<file path="src/rtl/size_cast_pkg.sv">
// size_cast_pkg
//   Shared helpers for the size-cast gearbox blocks:
//   - beats(in_w, out_w)    : number of narrow beats per wide word (ceiling division)
//   - rem_bits(in_w, out_w) : number of meaningful bits carried by the final beat
//   - idx_bits(in_w, out_w) : width of a beat index, never less than 1
//   - dsz_state_e           : downsizer FSM states
package size_cast_pkg;

  typedef enum logic {
    DSZ_IDLE,
    DSZ_SEND
  } dsz_state_e;

  function automatic int beats(input int in_w, input int out_w);
    return (in_w + out_w - 1) / out_w;
  endfunction

  function automatic int rem_bits(input int in_w, input int out_w);
    return in_w - (beats(in_w, out_w) - 1) * out_w;
  endfunction

  function automatic int idx_bits(input int in_w, input int out_w);
    int b;
    b = beats(in_w, out_w);
    return (b > 1) ? $clog2(b) : 1;
  endfunction

endpackage : size_cast_pkg

</file>
<file path="src/rtl/size_cast_downsizer.sv">
// size_cast_downsizer
//   Streaming width-narrowing gearbox. Each accepted IN_WIDTH-bit word is emitted
//   as beats(IN_WIDTH, OUT_WIDTH) beats of OUT_WIDTH bits, least-significant first.
//   The final partial beat is sign-extended (SIGNED != 0) or zero-extended.
//
// Ports
//   clk        : clock, rising-edge
//   rst_n      : asynchronous active-low reset; discards any word in flight
//   in_valid   : input word present
//   in_ready   : block can accept a word (IDLE, or last beat leaving this cycle)
//   in_data    : input word
//   out_valid  : beat present
//   out_ready  : consumer accepts the beat
//   out_data   : current beat
//   out_last   : current beat is the final beat of its word
//   out_idx    : index of the current beat within its word, starting at 0
module size_cast_downsizer
  import size_cast_pkg::*;
#(
  parameter int IN_WIDTH  = 84,
  parameter int OUT_WIDTH = 32,
  parameter int SIGNED    = 1
) (
  input  logic                                        clk,
  input  logic                                        rst_n,
  input  logic                                        in_valid,
  output logic                                        in_ready,
  input  logic [IN_WIDTH-1:0]                         in_data,
  output logic                                        out_valid,
  input  logic                                        out_ready,
  output logic [OUT_WIDTH-1:0]                        out_data,
  output logic                                        out_last,
  output logic [idx_bits(IN_WIDTH, OUT_WIDTH)-1:0]    out_idx
);

  localparam int BEATS  = beats(IN_WIDTH, OUT_WIDTH);
  localparam int IDX_W  = idx_bits(IN_WIDTH, OUT_WIDTH);
  localparam int HOLD_W = BEATS * OUT_WIDTH;
  localparam logic [IDX_W-1:0] LAST_IDX = IDX_W'(BEATS - 1);

  dsz_state_e         state;
  logic [IDX_W-1:0]   idx;
  logic [HOLD_W-1:0]  hold;
  logic [HOLD_W-1:0]  ext_data;
  logic               at_last;

  // A signed size cast replicates bit IN_WIDTH-1; an unsigned one pads zeros.
  // When HOLD_W == IN_WIDTH both casts are plain copies.
  assign ext_data = (SIGNED != 0) ? HOLD_W'($signed(in_data)) : HOLD_W'(in_data);

  assign at_last   = (idx == LAST_IDX);
  assign out_valid = (state == DSZ_SEND);
  assign out_last  = out_valid && at_last;
  assign out_idx   = idx;
  // The current beat always sits at the bottom of the holding register; it is
  // shifted down one beat per handshake instead of being indexed by idx.
  assign out_data  = hold[OUT_WIDTH-1:0];
  assign in_ready  = (state == DSZ_IDLE) || (out_last && out_ready);

  // NOTE: sequential state uses non-blocking assignments so every register
  // samples pre-edge values regardless of statement order.
  always_ff @(posedge clk or negedge rst_n) begin
    if (!rst_n) begin
      state <= DSZ_IDLE;
      idx   <= '0;
      // NOTE: the holding register is reset because out_data is read straight
      // from it and must be zero out of reset.
      hold  <= '0;
    end else begin
      case (state)
        DSZ_IDLE: begin
          if (in_valid) begin
            hold  <= ext_data;
            idx   <= '0;
            state <= DSZ_SEND;
          end
        end
        DSZ_SEND: begin
          if (out_ready) begin
            if (at_last) begin
              idx <= '0;
              // in_ready is high here, so in_valid alone means a handshake.
              if (in_valid) begin
                hold <= ext_data;
              end else begin
                state <= DSZ_IDLE;
              end
            end else begin
              idx  <= idx + IDX_W'(1);
              hold <= hold >> OUT_WIDTH;
            end
          end
        end
        default: state <= DSZ_IDLE;
      endcase
    end
  end

endmodule : size_cast_downsizer

</file>
<file path="config.mk">
export PLATFORM = sky130hd
export DESIGN_NAME = size_cast_downsizer
export DESIGN_NICKNAME = d
export VERILOG_FILES = /design/src/rtl/size_cast_pkg.sv /design/src/rtl/size_cast_downsizer.sv
export SDC_FILE = /design/constraint.sdc
export NUM_CORES = 1
export LEC_CHECK = 0
export ABC_AREA = 1
export CAP_MARGIN = 20
export CELL_PAD_IN_SITES_DETAIL_PLACEMENT = 1
export CELL_PAD_IN_SITES_GLOBAL_PLACEMENT = 1
export CORE_UTILIZATION = 39
export CTS_CLUSTER_SIZE = 16
export DETAILED_ROUTE_END_ITERATION = 7
export PLACE_DENSITY_LB_ADDON = 0.05
export SLEW_MARGIN = 20
export SYNTH_ARGS = -nofsm -noshare
export SYNTH_HDL_FRONTEND = slang
export SYNTH_SLANG_ARGS = --single-unit
</file>
<file path="constraint.sdc">
create_clock -name clk -period 3.1 [get_ports clk]
set_input_delay 0.62 -clock clk [delete_from_list [all_inputs] [get_ports clk]]
set_output_delay 0.62 -clock clk [all_outputs]
set_load 0.01 [all_outputs]
</file>
# Yosys cells after proc, flatten, opt, wreduce, memory -nomap -nowiden
# Cells that the tools add are included.
[totals]
output_inout_bits = 37
ff_bits = 99
[classes]
add_sub_neg = 1
n_eq_ne = 3
reduce_logical = 4
bitwise_logic = 1
mux = 12
[op_table]
columns = ["operator", "n"]
rows = [
  ["$mux 96", 3],
  ["$pmux 96 s2", 1],
  ["$mux 2", 3],
  ["$ne 2x2->1 const B", 2],
  ["$pmux 2 s2", 1],
  ["$mux 1", 3],
  ["$add 2x1->2 const B", 1],
  ["$eq 2x2->1 const B", 1],
  ["$logic_and 1x1->1", 2],
  ["$pmux 1 s2", 1],
  ["$reduce_and 2->1", 1],
  ["$logic_or 1x1->1", 1],
  ["$not 1->1", 1],
]

# Longest topological paths before layout
[depth]
depth_word = 4
depth_mapped = 8
ltp_nobuf = 6

# Worst setup path after synthesis
# No wires, ideal clock.
[synth_timing]
path_kind = "input-to-output"
start = "input out_ready"
end = "output in_ready"
n_path_buf = 2
t_arrival_ns = 1.079
stages = 4
path_slack_ns = 1.401
required_ns = 2.480
cell_sequence = "nand3_1 > nand2_1 > buf_4 > buf_2"
[synth_between]
elab_chain_len = 2
[synth_lines]
columns = ["element", "line", "source"]
rows = [
  ["start, declared", "size_cast_downsizer.sv:30", "input logic out_ready,"],
  ["$logic_and 1x1->1", "size_cast_downsizer.sv:58", "assign in_ready = (state == DSZ_IDLE) || (out_last && out_ready);"],
  ["$logic_or 1x1->1", "size_cast_downsizer.sv:58", ""],
  ["end, declared", "size_cast_downsizer.sv:27", "output logic in_ready,"],
]
# Every way passes these cells.

# Worst setup path after layout
# Ends and elaborated chain as after synthesis.

==> results.sh <==
export IMPL_firstDrtPassIters=4
export IMPL_worstSetupEndpointType="output pin"
export IMPL_muxShareOfSynthArea_pct=0
export IMPL_n_antenna_cell=0
export IMPL_synth_compound_area_share_pct=4.640
export IMPL_ys_flop_type="dfrtp_1"
export IMPL_wl_per_cell_um=15.99
export IMPL_crit_top_cell="clkdlybuf4s50_1"
export IMPL_wl_met2_um=7928
export IMPL_drc=0
export IMPL_clkTransAtPathRegs_ps=70
export IMPL_path_cells="clkdlybuf4s50_1 -> nand3_1 -> nand2_4 -> clkdlybuf4s50_1"
export IMPL_synth_seq_area_share_pct=44.17
export IMPL_crit_fanout=3
export IMPL_gr_total_overflow=0
export IMPL_synth_seq_cells=99
export IMPL_numCtsBuffers=9
export IMPL_synthXorXnorAreaFrac_pct=0
export IMPL_synth_edf_count=0
export IMPL_ys_types=14
export IMPL_die_area_um2=14870
export IMPL_drive_above_1_share_pct=4.138
export IMPL_cap_violations=0
export IMPL_seqPwrFrac_pct=41.0
export IMPL_p_comb_share_pct=34.1
export IMPL_synth_nets=892
export IMPL_cp_num_buf_inv=2
export IMPL_cp_start_kind="input pin"
export IMPL_fin_nets=953
export IMPL_routed_wl_um=16790
export IMPL_initialDrtViolationCount=363
export IMPL_crit_path_max_incr_delay_ps=540
export IMPL_status="finished clean"
export IMPL_grt_usage_pct=24.06
export IMPL_synth_area_um2=5609
export IMPL_hold_buffers=0
export IMPL_clk_path_buf_depth=2
export IMPL_yosysTopAreaCell="dfrtp_1"
export IMPL_start_util_pct=40.25
export IMPL_p_sw_share_pct=36.37
export IMPL_postSynth_asyncResetShare_pct=100.0
export IMPL_syn_area_per_cell_um2=6.977
export IMPL_grt_pass1_wl_um=27730
export IMPL_grt_max_degree=92
export IMPL_p_per_area_nw_per_um2=720.5
export IMPL_path_class="in2out"
export IMPL_synthCells=804
export IMPL_hpwl_um=11000
export IMPL_fillCellCount=1773
export IMPL_cts_root_buf="clkbuf_16"
export IMPL_slew_headroom_pct=34.55
export IMPL_p_sw_w=0.001824
export IMPL_clock_sinks=99
export IMPL_ys_top_cells_by_count="nand2_1 (382), nand3_1 (131), dfrtp_1 (99), o21ai_0 (48), buf_4 (43)"
export IMPL_portBuffers=124
export IMPL_synth_top_family_by_area="simple AND/OR/NAND/NOR gates"
export IMPL_crit_required_ps=2480
export IMPL_fmax_mhz=393.7
export IMPL_cts_setup_buffers=0
export IMPL_p_clk_share_pct=24.9
export IMPL_rows=43
export IMPL_htreeDepth=3
export IMPL_hold_class="in2async"
export IMPL_p_int_w=0.003191
export IMPL_finClkSkew_ps=4.468
export IMPL_cp_arrival_ps=1920
export IMPL_vias_per_cell=5.077
export IMPL_period_needed_ps=2540
export IMPL_vias=5331
export IMPL_grt_pass1_vias=5554
export IMPL_synthAdderAreaFrac_pct=0
export IMPL_setup_tns_ps=0
export IMPL_core_um2=13930
export IMPL_fin_crit_sh_pct=81.93
export IMPL_hold_viol=0
export IMPL_yosysMostFrequentCell="nand2_1"
export IMPL_yosys_area_top_type_share_pct=44.17
export IMPL_wl_met1_um=7779
export IMPL_ir_drop_mv=0.4792
export IMPL_clk_latency_ps=350
export IMPL_synthTopCellsByArea="dfrtp_1 (44%), nand2_1 (26%), nand3_1 (12%), buf_4 (5.8%), o21ai_0 (4.3%)"
export IMPL_highest_layer="met4"
export IMPL_gp_congestion=0.7925
export IMPL_io_pins=125
export IMPL_slowest_stage="clkdlybuf4s50_1"
export IMPL_cts_tree="yes"
export IMPL_area_growth_pct=24.09
export IMPL_synth_simple_area_share_pct=38.52
export IMPL_setup_violations=0
export IMPL_drv_slew=0
export IMPL_holdWs_ps=296.7
export IMPL_rsz0062_at_grt="false"
export IMPL_worst_pin_slew_ps=981.7
export IMPL_leakage_nw=3.389
export IMPL_wl_met3_um=818
export IMPL_antenna_found_initial=0
export IMPL_crit_family="buffers and inverters"
export IMPL_die_h_um=121.9
export IMPL_cts_resized=0
export IMPL_die_width_um=121.9
export IMPL_ys_warn_count=0
export IMPL_ant_nets=0
==> state kept, by name, indices dropped and copies added (netlist names) <==
signal / cells
hold: 96
out_idx: 2
out_valid: 1
==> path summary, 6_finish.rpt <==
| kind | start | endpoint | slack (ps) | depth (start not counted) |
|---|---|---|---|---|
| setup reg to reg | out_idx[0] | hold[94] | 1170 | 6 |
| max in group asynchronous | rst_n | hold[82] | 2050 | 2 |
| setup / recovery | out_ready | in_ready | 560 | 4 |
| hold / removal | rst_n | hold[12] | 300 | 1 |
| hold reg to reg | hold[1] | hold[1] | 520 | 2 |
| min in group clk | hold[1] | hold[1] | 520 | 2 |
==> cells in the final DEF (no fill, tap or decap), types with 4 or more instances in the layout <==
cell and instances:
clkbuf_16 9, inv_1 35, nand3_1 131, o21ai_0 48, buf_4 10, dfrtp_1 99, nand2_1 380, nor2_1 13
clkdlybuf4s50_1 122, o21ai_1 4
==> power by group through the flow <==
stage	logic [W]	registers, W	clock network [W]
2_1_floorplan	0.00123	0.00197	0
3_3_place_gp	0.00166	0.00205	0
3_5_place_dp	0.00173	0.00208	0
4_1_cts	0.00174	0.00206	0.00127
5_1_grt	0.00194	0.00211	0.00132
6_report	0.00171	0.00206	0.00125
==> metrics by stage <==
stage	std cells	setup slack [ps]	area (um2)	utilization, %	total power [W]
global route	1050	510.5	6960	49.95	0.005368
floorplan	804	1401	5609	-	0.003192
global placement	1034	559.5	6633	47.60	0.003711
finish	1050	560.3	6960	49.95	0.005015
detailed placement	1034	560.8	6633	47.60	0.003803
CTS	1050	557.5	6960	49.95	0.005064
==> cell families (layout without fill, tap and decap cells) <==
family	after synthesis	count (layout)
DFF	99	99
AOI/OAI and AO/OA	52	52
and+or+nand+nor	530	530
buffers and inverters	123	189
==> cell type report <==
cell class | instances | area (um2) | share of cell area, %
Sequential cell | 99 | 2477 | 35.59
Multi-Input combinational cell | 582 | 2431 | 34.93
Timing Repair Buffer | 135 | 1356 | 19.49
Clock buffer | 11 | 252.7 | 3.631
Tap cell | 180 | 225.2 | 3.236
Inverter | 38 | 142.6 | 2.049
Clock inverter | 5 | 75.07 | 1.079
==> metal layers <==
metal | track usage, % | vias up
met5 | 0 | -
met4 | 7.716 | 0
met3 | 2.856 | 16
met2 | 38.67 | 129
met1 | 33.69 | 2573
li1 | - | 2613
Power figures use the tool's default switching activity.
